### src/rtl/alu_mul_seq.sv
// 32x32 unsigned shift-add multiplier using the shared ALU (ADD) via req/gnt; optional MUL_ZERO_BYPASS_EN.
// Latency: 32 granted RUN cycles + 1 DONE cycle after start (bypass: done next cycle).
// Backpressure: alu_gnt=0 stalls the step; start is ignored while ready=0.
module alu_mul_seq #(
  parameter int XLEN  = 32,
  parameter int STEPS = 32
) (
  input  logic            clk,
  input  logic            rst,
  input  logic            start,
  input  logic [XLEN-1:0] op_a,
  input  logic [XLEN-1:0] op_b,
  output logic            ready,
  output logic            done,
  output logic [XLEN-1:0] prod_hi,
  output logic [XLEN-1:0] prod_lo,
  output logic            alu_req,
  input  logic            alu_gnt,
  output logic [XLEN-1:0] alu_a,
  output logic [XLEN-1:0] alu_b,
  output logic [2:0]      alu_ctrl,
  input  logic [XLEN-1:0] alu_result,
  input  logic            alu_c
);

  typedef enum logic [1:0] {S_IDLE, S_RUN, S_DONE} state_t;

  localparam logic [2:0] ALU_ADD   = 3'b000;
  localparam logic [5:0] LAST_STEP = 6'(STEPS - 1);

  state_t          state_q, state_d;
  logic [XLEN-1:0] hi_q, hi_d;
  logic [XLEN-1:0] lo_q, lo_d;
  logic [XLEN-1:0] mcand_q, mcand_d;
  logic [5:0]      cnt_q, cnt_d;

  always_ff @(posedge clk or negedge rst) begin
    if (!rst) begin
      state_q <= S_IDLE;
      hi_q    <= '0;
      lo_q    <= '0;
      mcand_q <= '0;
      cnt_q   <= '0;
    end else begin
      state_q <= state_d;
      hi_q    <= hi_d;
      lo_q    <= lo_d;
      mcand_q <= mcand_d;
      cnt_q   <= cnt_d;
    end
  end

  always_comb begin
    state_d = state_q;
    hi_d    = hi_q;
    lo_d    = lo_q;
    mcand_d = mcand_q;
    cnt_d   = cnt_q;
    case (state_q)
      S_IDLE: begin
        if (start) begin
          mcand_d = op_a;
          lo_d    = op_b;
          hi_d    = '0;
          cnt_d   = '0;
          state_d = S_RUN;
`ifdef MUL_ZERO_BYPASS_EN
          if (op_a == '0 || op_b == '0) begin
            lo_d    = '0;
            state_d = S_DONE;
          end
`endif
        end
      end
      S_RUN: begin
        // Every step, add or not, consumes one granted ALU cycle.
        if (alu_gnt) begin
          if (lo_q[0]) begin
            {hi_d, lo_d} = {alu_c, alu_result, lo_q[XLEN-1:1]};
          end else begin
            {hi_d, lo_d} = {1'b0, hi_q, lo_q[XLEN-1:1]};
          end
          cnt_d = cnt_q + 6'd1;
          if (cnt_q == LAST_STEP) begin
            state_d = S_DONE;
          end
        end
      end
      S_DONE:  state_d = S_IDLE;
      default: state_d = S_IDLE;
    endcase
  end

  assign ready    = (state_q == S_IDLE);
  assign done     = (state_q == S_DONE);
  assign alu_req  = (state_q == S_RUN);
  assign alu_a    = hi_q;
  assign alu_b    = mcand_q;
  assign alu_ctrl = ALU_ADD;
  assign prod_hi  = hi_q;
  assign prod_lo  = lo_q;

endmodule

### config.mk
export PLATFORM = sky130hd
export DESIGN_NAME = alu_mul_seq
export DESIGN_NICKNAME = d
export VERILOG_FILES = /design/src/rtl/alu_mul_seq.sv
export SDC_FILE = /design/constraint.sdc
export NUM_CORES = 1
export LEC_CHECK = 0
export BUFFER_PORTS_ARGS = -buffer_cell sky130_fd_sc_hd__buf_2
export CELL_PAD_IN_SITES_DETAIL_PLACEMENT = 1
export CELL_PAD_IN_SITES_GLOBAL_PLACEMENT = 1
export CORE_ASPECT_RATIO = 1.4
export CORE_UTILIZATION = 30
export DETAILED_ROUTE_END_ITERATION = 10
export HOLD_SLACK_MARGIN = 0.15
export PLACE_DENSITY_LB_ADDON = 0.1
export SLEW_MARGIN = 20
export SYNTH_ARGS = -nofsm -noshare
export SYNTH_HDL_FRONTEND = slang
export SYNTH_SLANG_ARGS = --single-unit
### constraint.sdc
create_clock -name clk -period 2 [get_ports clk]
set_clock_uncertainty 0.15 [all_clocks]
set_input_delay 0.4 -clock clk [delete_from_list [all_inputs] [get_ports clk]]
set_output_delay 0.4 -clock clk [all_outputs]
set_load 0.005 [all_outputs]
==> impl_results.md, run 1 <==
* Worst hold path startpoint: op_b[30]
* Count of antenna diodes in the layout at 0
* Global-route congestion overflow total at 0
* Synth warnings at 0
* Finished Layout Cells at 890
* Row count at 54
* Most instantiated flip-flop cell in the synthesis netlist: sky130_fd_sc_hd__dfrtp_1
* Setup tns final at 0 ns
* Share of post-route cells with drive strength above 1 at 38.3%
* Violation count after the first detailed-routing iteration at between 100 and 150
* Worst path top cell family by delay: flip-flops
* Number of filler cells placed in the layout at 1820
* Worst R2R Path Depth at 5
* Std-Cell Core Area at around 16000 um2
* Number of pins with negative max-slew slack in the final report at 0
* Count of buffers from port buffering at 231
* Dominant cell by count in the synthesized netlist: sky130_fd_sc_hd__dfrtp_1
* Fraction of synthesis flops using an asynchronous set or reset pin at 100%
* Final-stage net count at 792
* Wire length of the first global-routing pass at about 23000 um
* Sinks on Clock Net at between 100 and 150
* Final cycle utilization of the critical path at 95.9%
* Final wirelength at between 10000 and 15000 um
* Class of the tightest hold or removal check: input port to register
* Buffer depth of the longest clock path at 2
* Post-synthesis sequential area ratio at 53.4%
* Leading cell types by count after synthesis: sky130_fd_sc_hd__dfrtp_1 (104), sky130_fd_sc_hd__nand2_1 (98), sky130_fd_sc_hd__mux2i_1 (63), sky130_fd_sc_hd__buf_4 (42), sky130_fd_sc_hd__nand3_1 (42)
* Global routing usage summed across all routing layers at between 15 and 20%
* Total setup violations reported at the end of the flow at 0
* Final hold viol count at 0
* Clock tree from TritonCTS: yes
* Count of pins on the block boundary at approximately 240
* Master of the slowest instance on the critical path: sky130_fd_sc_hd__dfrtp_1
* Pre-CTS setup slack at a little over 0.2 ns
* Clock root buffer master: sky130_fd_sc_hd__clkbuf_16
* Hold Path Stages at 3
* Gate count after technology mapping at between 400 and 500
* Avg Cell Area, Syn at around 10 um2
* Endpoint type of the worst setup path: primary output
* Finished Core Util at between 40% and 50%
* Stage delay of the slowest cell on the critical path at ~0.46 ns
* CP Launch Type: register
* Crit path buf inv count at 2
* Power density of the placed cells at 1420 nW/um2
* DIE AREA at between 15000 and 20000 um2
* Worst r2r src: state_q[1]
* Flip-flop and latch count after synthesis at 104
* Estimated wirelength of the detail-placed design at 10100 um
* Required time of the critical path at 1.45 ns
* Area share of the largest cell type after synthesis at between 50% and 60%
* Relative area change from synthesis to final layout at 36.8%
* Number of antenna violations at the first check in global routing at 1
* Critical path type: register to primary output
* Initial DRT Pass Iterations at 4
* Total power consumption of the routed design at between 9 and 10 mW
* Synth area leaders: sky130_fd_sc_hd__dfrtp_1 (53%), sky130_fd_sc_hd__mux2i_1 (13%), sky130_fd_sc_hd__nand2_1 (7.6%)
* Critical Path Start: state_q[1]
* Die extent in y at between 150 and 200 um
* Instance area at placement at 6040 um2
* Minimum hold slack at 0.184 ns
* Status: completed
* Distinct cell type count after synthesis at 33
* Chip width at around 110 um
* H-tree level count at 3
* Clock latency reported for the late side of the worst-skew pair at approximately 0.34 ns
* Final design instance area without fill at 6670 um2
* Max VDD drop at around 0.59 mV
* Post-route DRC violation count at 0
* # Post-CTS Setup Buffers at 0
* Final worst-path setup slack at 0.0829 ns
* Mapped Area at 4870 um2
* Number of CTS-inserted buffers at 9
* Initial core utilization at a little under a third
* Number of enable-type register cells in the synthesized netlist at 0
* Vias in the first global route at 4528
* Unrepaired setup endpoints after global routing: false
* Crit-path cells: nand2b_1 > clkinv_4 > buf_2
* ANT nets after route at 0
* Levels on crit path at 3
* Crit-path max FO at 12
* Data arrival time at the worst-slack endpoint at around 1.4 ns
* Peak Freq at between 0.5 and 0.6 GHz
* Yosys top cell by area: sky130_fd_sc_hd__dfrtp_1
* Leakage power total at between 3 and 4 nW
* Maximum number of pins on one net before global-route repair at 66
* Clock-pin slew on the worst setup and hold paths at 0.07 ns
* Weighted congestion at the end of routability-driven global placement at approximately 0.7
* Post-placement cell count at 841
* Vias at approximately 4.3k
* Average detailed-routed wire length per instance at roughly 16 um
* # Max-Cap Violations at 0
* Minimum clock period after layout at approximately 1.9 ns
* Vias per cell at 4.81
[tightest hold or removal path, stage by stage]
cell and delay [ns]:
sky130_fd_sc_hd__buf_2 0.08, sky130_fd_sc_hd__mux2i_1 0.06, sky130_fd_sc_hd__o21ai_1 0.10
[cells by family (layout without fill, tap and decap cells)]
group,after synthesis,after routing,share of synthesized area [%]
and+or+nand+nor,152,152,13.5
DFF,104,104,53.4
AOI/OAI and AO/OA,74,74,10.5
buffers and inverters,70,296,9.12
muxes,63,63,12.9
adders and majority gates,1,1,0.257
other,1,3,0.0770
xor gates and xnor gates,1,1,0.180
[layout by cell type, fill, tap and decap left out, types with 2 or more instances in the layout]
master                          count
sky130_fd_sc_hd__buf_2            230
sky130_fd_sc_hd__dfrtp_1          103
sky130_fd_sc_hd__nand2_1           98
sky130_fd_sc_hd__mux2i_1           63
sky130_fd_sc_hd__nand3_1           42
sky130_fd_sc_hd__dlygate4sd3_1     34
sky130_fd_sc_hd__o21ai_0           30
sky130_fd_sc_hd__o2bb2ai_1         26
sky130_fd_sc_hd__buf_4             11
sky130_fd_sc_hd__clkbuf_16          9
sky130_fd_sc_hd__o31ai_1            7
sky130_fd_sc_hd__buf_12             5
sky130_fd_sc_hd__o21ai_1            4
sky130_fd_sc_hd__nor2_1             3
sky130_fd_sc_hd__conb_1             3
sky130_fd_sc_hd__clkinv_4           2
sky130_fd_sc_hd__o211ai_1           2
sky130_fd_sc_hd__clkinv_2           2
[report_power, final]
group	internal [mW]	leakage (nW)	switching [mW]	total [mW]
logic	1.95	2.11	1.96	3.92
clock network	0.968	0.143	0.787	1.75
registers	3.03	1.34	0.797	3.82
[layer usage]
| layer | vias up | wire length [um] | global-route usage, % |
|---|---|---|---|
| met5 | - | 0 | 0 |
| met1 | 2101 | 5880 | 20.8 |
| met3 | 8 | 985 | 4.70 |
| met4 | 0 | 136 | 4.76 |
| li1 | 2024 | - | - |
| met2 | 146 | 7520 | 31.6 |
[final timing paths]
path	endpoint	slack (ns)
worst max-delay path	alu_req	0.08
worst min-delay path	prod_lo[30]	0.18
worst max register to register	prod_lo[25]	0.21
worst min register to register	alu_b[13]	0.32
max in group asynchronous	prod_lo[0]	0.75
min in group asynchronous	alu_a[13]	0.37
[layout make-up]
| class | count | area, um2 | area share (%) |
|---|---|---|---|
| flip-flops and latches | 104 | 2600 | 39.1 |
| clock inverters | 5 | 57.6 | 0.864 |
| well taps | 196 | 245 | 3.68 |
| multi-input cells | 294 | 1850 | 27.7 |
| clock buffers | 10 | 229 | 3.44 |
| repair buffers | 280 | 1670 | 25.1 |
| inverters | 1 | 8.76 | 0.131 |
[repair_timing]
action | 4_1_cts | 5_1_grt
endpoints found under the hold margin | 55 | 0
hold buffers | 34 | 0
gates resized for setup | 0 | 1
endpoints found under the setup margin | 0 | 1
[flip-flops by register name (all words and copies together) (netlist names)]
name and count:
cnt_q 6, state_q 2, alu_a 32, alu_b 32
prod_lo 32
No activity file was read; power rests on OpenSTA's default activity.
==> run 2, diff against run 1 <==
clock period = 1.75 ns   (was 2 ns; I/O delays follow)
==> impl_results.md, run 2 (synthesized netlist as in run 1, its figures left out) <==
* Peak Freq at about 0.6 GHz
* Sinks on Clock Net at 104 (unchanged)
* Average detailed-routed wire length per instance at 16.9 um (+3.8%)
* Clock latency reported for the late side of the worst-skew pair at 0.34 ns (about the same)
* Count of pins on the block boundary at 235 (unchanged)
* Slack of the worst reg-to-reg path at 0.05 ns (-0.16 ns)
* Class of the tightest hold or removal check: input port to register
* Wire length of the first global-routing pass at 24800 um (+7.2%)
* Global routing usage summed across all routing layers at 19.2% (+1.4 points)
* Initial DRT Pass Iterations at 4 (unchanged)
* Critical path type: register to primary output
* Crit-path cells: nand2b_4 > inv_4 > buf_16 > buf_2
* Finished Layout Cells at 925 (+3.9%)
* Final-stage net count at 827 (+4.4%)
* Endpoint of the worst hold path: prod_lo[15]
* Worst hold path startpoint: op_b[15]
* Estimated wirelength of the detail-placed design at 10300 um (+1.5%)
* Final wirelength at 15700 um (+7.9%)
* Buffer depth of the longest clock path at 2 (unchanged)
* Slew of the pin with the lowest slew margin at between 0.5 and 0.6 ns
* Chip width at 110 um (unchanged)
* Vias per cell at 4.82 (+0.20%)
* Clock root buffer master: sky130_fd_sc_hd__clkbuf_16
* Most common cell after layout, fill and taps aside: sky130_fd_sc_hd__buf_2
* Number of CTS-inserted buffers at 9 (unchanged)
* Slew HR at 60.0%
* Unrepaired setup endpoints after global routing: true
* Number of pins with negative max-slew slack in the final report at 0 (unchanged)
* Required time of the critical path at 1.25 ns (-0.20 ns)
* Critical Path Start: state_q[1]
* Master of the slowest instance on the critical path: sky130_fd_sc_hd__dfrtp_1
* Relative area change from synthesis to final layout at 44.9%
* Violation count after the first detailed-routing iteration at 125 (+0.81%)
* Worst R2R Path Depth at 4 (-1)
* Minimum clock period after layout at 1.70 ns
* Reg-to-reg endpoint: cnt_q[5]
* Data arrival time at the worst-slack endpoint at 1.20 ns (-0.17 ns)
* Count of buffers from port buffering at 231 (unchanged)
* H-tree level count at 3 (unchanged)
* Number of filler cells placed in the layout at 1810 (-0.55%)
* Count of antenna diodes in the layout at 0 (unchanged)
* Worst r2r src: state_q[1]
* Post-placement cell count at 845 (+0.48%)
* Commonest cells after routing, fill and taps aside: sky130_fd_sc_hd__buf_2 (230), sky130_fd_sc_hd__dfrtp_1 (103), sky130_fd_sc_hd__nand2_1 (98)
* Vias in the first global route at 4878 (+7.7%)
* Global-route congestion overflow total at 0 (unchanged)
* Share of post-route cells with drive strength above 1 at 39.8% (+1.5 points)
* Post-route DRC violation count at 0 (unchanged)
* Vias at 4456 (+4.1%)
* DIE AREA at 16800 um2 (unchanged)
* Max VDD drop at 0.565 mV (-3.7%)
* Die extent in y at 153 um (unchanged)
* Setup tns final at 0 ns (unchanged)
* Final hold viol count at 0 (unchanged)
* CP Launch Type: register
* Row count at 54 (unchanged)
* ANT nets after route at 0 (unchanged)
* Endpoint type of the worst setup path: primary output
* Initial core utilization at 30.9% (unchanged)
* Weighted congestion at the end of routability-driven global placement at 0.721 (+0.33%)
* Hold Path Stages at 3 (unchanged)
* Final cycle utilization of the critical path at between 90% and 100%
* Power density of the placed cells at 1600 nW/um2 (+12%)
* Worst path top cell family by delay: flip-flops
* Total setup violations reported at the end of the flow at 0 (unchanged)
* # Max-Cap Violations at 0 (unchanged)
* Leakage power total at 3.78 nW (+5.2%)
* Stage delay of the slowest cell on the critical path at 0.40 ns (-0.06 ns)
* Clock tree from TritonCTS: yes
* Status: completed
* Std-Cell Core Area at 15700 um2 (unchanged)
* Crit path buf inv count at 3 (+1)
* Clock-pin slew on the worst setup and hold paths at 0.07 ns (about the same)
* Number of antenna violations at the first check in global routing at 1 (unchanged)
* Crit-path max FO at 4 (-8)
* Maximum number of pins on one net before global-route repair at 36 (-45%)
## run 2: final cells by class
cell class              instances  area (um2)  share of cell area [%]
inverters                       1        6.26                  0.0886
multi-input cells             295        1890                    26.7
clock inverters                 5        57.6                   0.815
flip-flops and latches        104        2600                    36.9
clock buffers                  10         239                    3.38
repair buffers                314        2020                    28.7
well taps                     196         245                    3.47
## run 2: layer usage
metal  up-vias  GRT usage (%)  wire [um]
li1       2099              -          -
met3        11           4.62       1000
met4         0           5.08        168
met5         -              0          0
met1      2190           21.9       6370
met2       156           34.9       8140
## run 2: worst min-delay path, cell delays in order
cell                      delay [ns]
sky130_fd_sc_hd__buf_2          0.09
sky130_fd_sc_hd__mux2i_1        0.05
sky130_fd_sc_hd__o21ai_0        0.12
## run 2: timing repair
item,in CTS,in global routing
hold buffers,50,0
endpoints found under the setup margin,68,59
buffers inserted,6,7
endpoints found under the hold margin,153,0
pin swaps,1,3
gates cloned,3,0
resized for setup,9,6
## run 2: power breakdown
part / internal (mW) / leakage (nW) / switching, mW
Combinational: 2.48 / 2.29 / 2.43
Clock: 1.14 / 0.148 / 0.882
Sequential: 3.46 / 1.34 / 0.886
Total: 7.08 / 3.78 / 4.20
## run 2: worst max-delay path by stage
stage,end,slack [ns],cells after the start
after floorplan,cnt_q[3],0.11,5
after global placement,alu_a[24],-0.31,5
after detailed placement,prod_lo[13],-0.35,5
after CTS,alu_req,-0.07,4
after global routing,alu_a[31],-0.02,6
final,alu_req,0.05,4
## run 2: through the flow
stage                     utilization, %  hold WS, ns  cell area [um2]  setup slack [ns]  power [mW]
after CTS                           44.6        0.151             7020           -0.0730        11.4
final                               44.9        0.157             7060            0.0452        11.3
after global placement              38.5        0.134             6070            -0.314        8.77
after global routing                44.9        0.165             7060           -0.0231        12.2
after floorplan                        -      -0.0956             4880             0.109        7.12
after detailed placement            38.5        0.143             6070            -0.350        8.95
